==> config.mk <==
export PLATFORM = sky130hd
export DESIGN_NAME = rom_read_arbiter
export DESIGN_NICKNAME = d
export VERILOG_FILES = /design/src/rtl/rom_read_arbiter.sv
export SDC_FILE = /design/constraint.sdc
export NUM_CORES = 1
export LEC_CHECK = 0
export ABC_AREA = 0
export CAP_MARGIN = 20
export CORE_ASPECT_RATIO = 0.7
export CORE_UTILIZATION = 32
export CTS_BUF_LIST = sky130_fd_sc_hd__clkbuf_16
export DETAILED_ROUTE_END_ITERATION = 8
export DONT_BUFFER_PORTS = 1
export GPL_TIMING_DRIVEN = 0
export SLEW_MARGIN = 20
export SYNTH_ARGS = -nofsm -noshare
export SYNTH_HDL_FRONTEND = slang
export SYNTH_SLANG_ARGS = --single-unit
==> constraint.sdc <==
create_clock -name clk -period 1.4 [get_ports clk]
set_input_delay 0.42 -clock clk [delete_from_list [all_inputs] [get_ports clk]]
set_output_delay 0.42 -clock clk [all_outputs]
set_load 0.03 [all_outputs]
==> src/rtl/rom_read_arbiter.sv <==
// Two-requester arbiter in front of a single-port registered-output ROM.
// Optional build macro: ROM_ARB_FIXED_PRIO_EN (requester 0 always wins contests).
module rom_read_arbiter #(
  parameter int ADDR_W = 3,
  parameter int DATA_W = 4
) (
  input  logic                clk,
  input  logic                rst,
  input  logic [1:0]          req_valid,
  input  logic [2*ADDR_W-1:0] req_addr,
  output logic [1:0]          req_ready,
  output logic [1:0]          rsp_valid,
  output logic [DATA_W-1:0]   rsp_data,
  input  logic [1:0]          rsp_ready,
  output logic                busy,
  output logic                rom_en,
  output logic [ADDR_W-1:0]   rom_addr,
  input  logic [DATA_W-1:0]   rom_val
);

  typedef enum logic [1:0] {IDLE, READ, CAPT, RESP} state_t;

  state_t              state;
  state_t              state_next;
  logic [ADDR_W-1:0]   addr_q;
  logic                owner;
  logic                last_grant;
  logic [1:0]          grant;
  logic                accept;

  // Grant is only ever offered in IDLE, and only to a requester that is asking.
  always_comb begin
    grant = 2'b00;
    if (state == IDLE) begin
      case (req_valid)
        2'b01:   grant = 2'b01;
        2'b10:   grant = 2'b10;
        2'b11: begin
`ifdef ROM_ARB_FIXED_PRIO_EN
          grant = 2'b01;
`else
          grant = last_grant ? 2'b01 : 2'b10;
`endif
        end
        default: grant = 2'b00;
      endcase
    end
  end

  assign req_ready = grant;
  assign accept    = |grant;
  assign busy      = (state != IDLE);
  assign rom_en    = (state == READ);
  assign rom_addr  = addr_q;

  always_comb begin
    state_next = state;
    case (state)
      IDLE:    if (accept) state_next = READ;
      READ:    state_next = CAPT;
      CAPT:    state_next = RESP;
      RESP:    if (rsp_ready[owner]) state_next = IDLE;
      default: state_next = IDLE;
    endcase
  end

  // rom_val is only defined the cycle after en, which is exactly CAPT.
  always_ff @(posedge clk or posedge rst) begin
    if (rst) begin
      state      <= IDLE;
      addr_q     <= '0;
      owner      <= 1'b0;
      last_grant <= 1'b1;
      rsp_valid  <= 2'b00;
      rsp_data   <= '0;
    end else begin
      state <= state_next;
      if (accept) begin
        addr_q     <= grant[1] ? req_addr[2*ADDR_W-1:ADDR_W] : req_addr[ADDR_W-1:0];
        owner      <= grant[1];
        last_grant <= grant[1];
      end
      if (state == CAPT) begin
        rsp_data  <= rom_val;
        rsp_valid <= owner ? 2'b10 : 2'b01;
      end
      if (state == RESP && rsp_ready[owner]) begin
        rsp_valid <= 2'b00;
      end
    end
  end

endmodule

Yosys cells after proc, flatten, opt, wreduce, memory -nomap -nowiden
Index checks and enable logic that the tools add are counted.

Order comparisons: 1. Equality and inequality tests: 8. Mux-type cells: 12. Reductions and logical operators: 6.

Operators by type and width (count): 2-to-1 mux 2 bit (7); equality test 2 bit, second input constant (4); one-hot mux 2 bit (4 select lines) (1); one-hot mux 2 bit (3 select lines) (1); equality test 2 x 1 -> 1 bit, second input constant (2); != test 2 bit, second input constant (2); nonzero test 2 bit (2); 2-to-1 mux 3 bit (1); logical NOT 2 bit (1); < comparator 1 x 2 -> 1 bit, second input constant (1); 2-to-1 mux 1 bit (2); AND reduction 2 bit (1); OR reduction 2 bit (1); logical AND 1 bit (1).

Flip-flop bits (word level): 13. Logic and storage cells: 33.

Depth between registers and ports, before layout
Gate-level depths: netlist of the first run.

Depth in word-level cells: 6. Depth in mapped cells: 6. Gate-level depth less buffers: 5.

Worst setup path after synthesis of the first run
OpenSTA, ideal clock, no wires.

Kind: reg2out. Start point: reg state[0]. End point: out req_ready[1]. Arrival time: 1.175 ns. Required time: 0.980 ns. Setup slack: -0.195 ns. Cell stages (with the launch flop): 5. Buffers on the path: 0. Path through: dfrtp_1 inv_1 ha_1 nand2_1 a21oi_2.

Cells in the longest elaborated chain, start to end: 2.

RTL lines: from (decl) (line 23) `state_t state;`; from (signal assigned) (line 77) `state <= state_next;`; logical NOT 2 bit (line 34) `if (state == IDLE) begin`; 2-to-1 mux 2 bit (line 34); to (decl) (line 11) `output logic [1:0] req_ready,`.

No other way between the ends.

Worst setup path in the final report of the first run
Start point: reg state[1]. End point: out req_ready[0].

The elaborated chain is that of the path after synthesis.

==> results.tsv, run 1 <==
stage	metric	value	unit
synth	syn_nets	76	
finish	utilization	0.4936	
floorplan	die_height	39.40	um
placed_design	place_congestion	0.6883	
floorplan	die_w	55.43	um
worst_setup_path	critPathArrivalTime	1.23	ns
synth	syn_area_per_cell	11.42	um2
grt	grt_start_max_net_pins	14	
worst_hold_path	hp-class	in2async	
power	vdd_drop_max	1.675	mV
worst_setup_path	end_kind	primary output	
grt	antenna_found_initial	0	
run_status	status	complete, but fails checks	
timing	period_minus_slack	1.651	ns
placed_design	dpl-instance-area	694.4	um2
timing	post-route-period-util	1.179	
clock_tree	cts_hold_buf	0	
synth	ys_ff_latch	13	
routing	route.antenna.remaining_nets	0	
timing	finalMaxSlewViolations	0	
clock_tree	cts_root_buf	clkbuf_16	
worst_setup_path	cp_cell_sequence	inv_2 -> ha_4 -> nand2_2 -> a21oi_4	
synth	synth_cells	56	
finish	fin_nets	90	
routing	drtIter0Drc	12	
worst_setup_path	start_kind	flop	
synth	synth_warnings	0	
finish	final_common_cell	dfrtp_1	
floorplan	die-area	2184	um2
clock_tree	cts_tree	built	
clock_tree	cts_buffers	3	
run_status	violations	setup timing	
clock_tree	cts.sinks	13	
finish	most-common-layout-cells	dfrtp_1 (12), buf_4 (7), nor2_1 (4), mux2_2 (4), ha_4 (4)	
grt	gr-usage-all-layers	0.1406	
finish	drive_above_1_share	0.5362	
power	power_density	3027	nW/um2
timing	hold_violations	0	
finish	syn2layout_area_growth	44.42	%
clock_tree	clk_pin_slew	0.04	ns
power	finalPower	2.795	mW
worst_setup_path	crit_path_top_delay_cell	dfrtp_1	
grt	grt_pass1_vias	506	
timing	worstMarginPinSlew	0.4767	ns
routing	vias_per_cell	5.297	
grt	grt-ovfl-total	0	
finish	stdcell_area	923.4	um2
synth	synth.cell_area	639.4	um2
floorplan	num_io_pins	29	
floorplan	core_area	1871	um2
routing	drc	0	
routing	dr.pass1.iters	2	
flow_run	maxCapViolCount	0	
finish	fill_cells	176	
synth	yosysSeqAreaShare	0.5108	
floorplan	start_util	0.3418	
clock_tree	clk_path_buf_depth	2	
grt	grt_pass1_wl	2173	um
worst_setup_path	cp.required	0.98	ns
worst_setup_path	cp_top_family	flip-flops	
routing	wl_per_cell	15.54	um
worst_setup_path	cp_num_buf_inv	1	
timing	setup_ws	-0.2507	ns
placed_design	io_buffers	0	
clock_tree	h-tree-depth	1	
worst_setup_path	slowest_delay	0.39	ns
routing	wirelength	1414	um
placed_design	post-dp-hpwl	936.9	um
timing	timing.fmax	605.8	MHz
floorplan	rows	13	
timing	grt_setup_unrepaired	true	
timing	finalClockSkew	0.001615	ns
synth	yosysUniqueCellTypes	21	
timing	slew_headroom	0.6819	
power	leakage	0.3887	nW
finish	num_antenna_cells	0	
placed_design	dp_slack	-0.1135	ns
timing	setup_viol	8	
worst_setup_path	worst-path-max-fanout	5	
routing	vias	482	
clock_tree	clock_latency	0.24	ns
worst_setup_path	crit_type	reg2out	
-- logic make-up after synthesis --
group,share of synthesized area
adders and majority gates,0.07828
muxes,0.1037
and+or+nand+nor,0.08413
buffers and inverters,0.03522
AOI/OAI and AO/OA,0.1879
DFF,0.5108
-- cell usage after synthesis --
cell	n	area [um2]
nor2_1	4	15.01
o21ai_0	1	5.000
o21ba_2	1	10.01
a21oi_2	2	17.52
dfstp_2	1	26.28
nand2_1	4	15.01
a21oi_1	4	20.02
o21ai_1	1	5.000
nand3_1	1	5.000
dfrtp_1	12	300.3
mux2_1	1	11.26
and2_1	3	18.77
a22oi_2	1	12.51
inv_1	5	18.77
clkbuf_1	1	3.750
ha_1	4	50.05
mux2i_1	1	10.01
a2bb2oi_1	1	8.760
a221o_1	3	30.03
mux2_2	4	45.04
o221a_2	1	11.26
-- metal layers --
layer	wire (um)	track usage	vias to the layer above
met5	0	0	-
met4	0	0.05625	0
met3	176	0.09241	0
met2	707	0.2380	29
li1	-	-	222
met1	531	0.1420	231
-- path summary, 6_finish.rpt --
check	from	end	slack (ns)	cells past startpoint
setup / recovery	state[1]$_DFFE_PP0P_	req_ready[0]	-0.25	4
hold / removal	rst	rsp_valid[1]$_DFFE_PP0P_	0.09	1
setup reg to reg	state[0]$_DFFE_PP0P_	state[1]$_DFFE_PP0P_	-0.15	6
hold reg to reg	last_grant$_DFFE_PP1P_	last_grant$_DFFE_PP1P_	0.52	2
max in group asynchronous	rst	last_grant$_DFFE_PP1P_	0.97	1
min in group clk	req_addr[2]	rom_addr[2]$_DFFE_PP0P_	0.33	1
-- worst reg2reg max path, stage by stage, from the launching register on --
cell and delay (ns):
dfrtp_1 0.39, buf_4 0.14, buf_6 0.10, buf_6 0.12, ha_4 0.16, a22oi_2 0.21, mux2_4 0.32
-- metrics by stage --
stage | setup TNS [ns] | cells | hold WS (ns)
final | -1.300 | 91 | 0.08512
after global routing | -1.787 | 91 | 0.1435
after CTS | -1.296 | 89 | 0.1146
after detailed placement | -0.7163 | 78 | 0.3693
after global placement | -0.5117 | 78 | 0.3559
after floorplan | -0.01523 | 56 | 0.2962
-- power by group --
group	internal, mW	switching (mW)
clock	0.376	0.149
sequential	0.581	0.412
combinational	0.690	0.588
-- flip-flops by register name (all words and copies together), names as in the netlist --
register and cells:
rsp_data 4, rom_addr 3, rsp_valid 2, state 2, last_grant 1, owner 1
-- what timing repair did --
item / 4_1_cts / 5_1_grt
pin swaps: 4 / 7
setup buffers: 8 / 3
resized for setup: 13 / 5
endpoints found under the setup margin: 12 / 14
hold endpoints to repair: 0 / 0
-- area by class of cell --
class,instances,area (um2),area share
Clock buffer,3,75.07,0.08130
Clock inverter,1,3.754,0.004065
Inverter,5,22.52,0.02439
Multi-Input combinational cell,37,381.6,0.4133
Sequential cell,13,326.6,0.3537
Tap cell,22,27.53,0.02981
Timing Repair Buffer,10,86.33,0.09350
No activity file was read; power rests on OpenSTA's default activity.
==> run 2: changes to the inputs <==
- CELL_PAD_IN_SITES_DETAIL_PLACEMENT: default -> 1
- CELL_PAD_IN_SITES_GLOBAL_PLACEMENT: default -> 2
- CORE_UTILIZATION: 32 -> 31
- PLACE_DENSITY_LB_ADDON: default -> 0.1
==> results.tsv, run 2 (same netlist as run 1, synthesis figures left out) <==
stage	metric	value	unit	change
finish	most-common-layout-cells	dfrtp_1 (12), nor2_1 (4), mux2_2 (4), a21oi_1 (4), buf_4 (4)		
timing	grt_setup_unrepaired	true		
timing	setup_viol	4		-4
placed_design	dp_slack	-0.1497	ns	-0.03629 ns
worst_setup_path	slowest_delay	0.38	ns	about the same
routing	route.antenna.remaining_nets	0		unchanged
floorplan	start_util	0.3360		-0.005843
power	vdd_drop_max	1.309	mV	-22%
timing	slew_headroom	0.6770		-0.004868
routing	drc	0		unchanged
timing	period_minus_slack	1.660	ns	+0.009758 ns
grt	gr-usage-all-layers	0.1464		+0.005848
routing	vias	449		-6.8%
floorplan	core_area	1903	um2	+1.7%
finish	syn2layout_area_growth	29.94	%	
worst_setup_path	rrSetupSlack	0.02	ns	+0.17 ns
flow_run	maxCapViolCount	0		unchanged
placed_design	post-dp-hpwl	1119	um	+19%
worst_setup_path	worst-path-max-fanout	5		unchanged
clock_tree	cts_root_buf	clkbuf_16		
routing	wirelength	1425	um	+0.78%
power	power_density	3077	nW/um2	+1.6%
grt	gr-usage-met2	0.2738		+0.03586
floorplan	die_height	40.00	um	+1.5%
routing	drtIter0Drc	10		-2
worst_setup_path	end_kind	primary output		
power	leakage	0.3493	nW	-10%
clock_tree	clock_latency	0.24	ns	about the same
clock_tree	clk_pin_slew	0.04	ns	about the same
placed_design	io_buffers	0		unchanged
timing	worstMarginPinSlew	0.4840	ns	+0.007294 ns
routing	vias_per_cell	5.282		-0.27%
grt	grt_start_max_net_pins	14		unchanged
clock_tree	cts.sinks	13		unchanged
routing	wl_per_cell	16.76	um	+7.9%
clock_tree	cts_tree	built		
grt	grtUsageMet3	0.06452		-0.02789
grt	grt_pass1_vias	457		-9.7%
finish	num_antenna_cells	0		unchanged
timing	post-route-period-util	1.186		+0.006970
floorplan	die-area	2251	um2	+3.1%
worst_setup_path	critPathArrivalTime	1.24	ns	about the same
floorplan	rows	13		unchanged
finish	final_common_cell	dfrtp_1		
finish	largest_register	rsp_data		
timing	setup_ws	-0.2605	ns	-0.009758 ns
run_status	status	complete, but fails checks		
floorplan	die_w	56.28	um	+1.5%
run_status	violations	setup timing		
clock_tree	cts_buffers	3		unchanged
grt	grt-ovfl-total	0		unchanged
timing	finalClockSkew	0.001224	ns	-0.0003913 ns
grt	top_usage_layer	met2		
finish	drive_above_1_share	0.4444		-0.09179
placed_design	place_congestion	0.6889		about the same
worst_setup_path	cp_cell_sequence	inv_2 -> ha_4 -> nand2_2 -> a21oi_4		
worst_setup_path	crit_type	reg2out		
timing	finalMaxSlewViolations	0		unchanged
timing	timing.fmax	602.2	MHz	-0.59%
worst_hold_path	hp-class	in2async		
finish	fill_cells	205		+16%
routing	dr.pass1.iters	4		+2
worst_setup_path	crit_path_top_delay_cell	dfrtp_1		
grt	use_met1	0.1600		+0.01800
timing	finalSetupTns	-0.7413	ns	+0.5587 ns
timing	hold_violations	0		unchanged
grt	antenna_found_initial	0		unchanged
grt	grt_pass1_wl	2256	um	+3.8%
clock_tree	clk_path_buf_depth	2		unchanged
floorplan	num_io_pins	29		unchanged
clock_tree	h-tree-depth	1		unchanged
timing	hold_slack	0.08821	ns	+0.003087 ns
clock_tree	cts_hold_buf	0		unchanged
worst_setup_path	cp.required	0.98	ns	about the same
worst_setup_path	start_kind	flop		
finish	largest_reg_flops	4		unchanged
finish	fin_nets	84		-6.7%
run 2: changes by cell type in the layout (fill, tap and decap cells not counted), sizes merged:
cell    change
buf         -6
clkinv      +1
inv         -1
run 2: worst paths after layout:
path | start | to | cells past startpoint
max | state[1]$_DFFE_PP0P_ | req_ready[1] | 4
min | rst | rom_addr[0]$_DFFE_PP0P_ | 1
max reg2reg | state[0]$_DFFE_PP0P_ | state[1]$_DFFE_PP0P_ | 4
min reg2reg | last_grant$_DFFE_PP1P_ | last_grant$_DFFE_PP1P_ | 2
max in group asynchronous | rst | last_grant$_DFFE_PP1P_ | 1
min in group clk | req_addr[0] | rom_addr[0]$_DFFE_PP0P_ | 1
run 2: per-layer routing:
metal	share of wire	routed length (um)	up-vias
li1	-	-	214
met1	0.41	582	219
met2	0.53	755	16
met3	0.061	87	0
met4	0	0	0
met5	0	0	-
run 2: layout make-up:
cell class / count / area, um2 / area share
flip-flops and latches: 13 / 326.6 / 0.3931
clock inverters: 1 / 5.005 / 0.006024
inverters: 5 / 22.52 / 0.02711
repair buffers: 4 / 30.03 / 0.03614
well taps: 22 / 27.53 / 0.03313
multi-input cells: 37 / 344.1 / 0.4142
clock buffers: 3 / 75.07 / 0.09036
run 2: power by group:
group	internal, mW	total, mW	switching, mW
logic	0.521	1.03	0.511
clock network	0.379	0.532	0.153
registers	0.581	0.993	0.412
total	1.48	2.56	1.08
run 2: timing repair:
action | 4_1_cts | 5_1_grt
setup buffers | 4 | 0
gates resized for setup | 5 | 3
setup endpoints to repair | 12 | 5
pin swaps | 1 | 2
run 2: through the flow:
stage               total power, mW  std cells  utilization  instance area, um2
finish                        2.556         85       0.4366               830.8
detailed placement            1.852         78       0.3649               694.4
global placement              1.786         78       0.3649               694.4
floorplan                     1.681         56            -               666.9
global route                  2.730         85       0.4366               830.8
CTS                           2.510         85       0.4274               813.3
run 2: critical path: cells and delay by family, from the launching register on:
kind | cells | cell delay [ns]
AND/OR/NAND/NOR | 1 | 0.07
flip-flops | 1 | 0.38
AO/OA/AOI/OAI | 1 | 0.30
buffers and inverters | 1 | 0.09
adder cells (fa/ha/maj) | 1 | 0.16
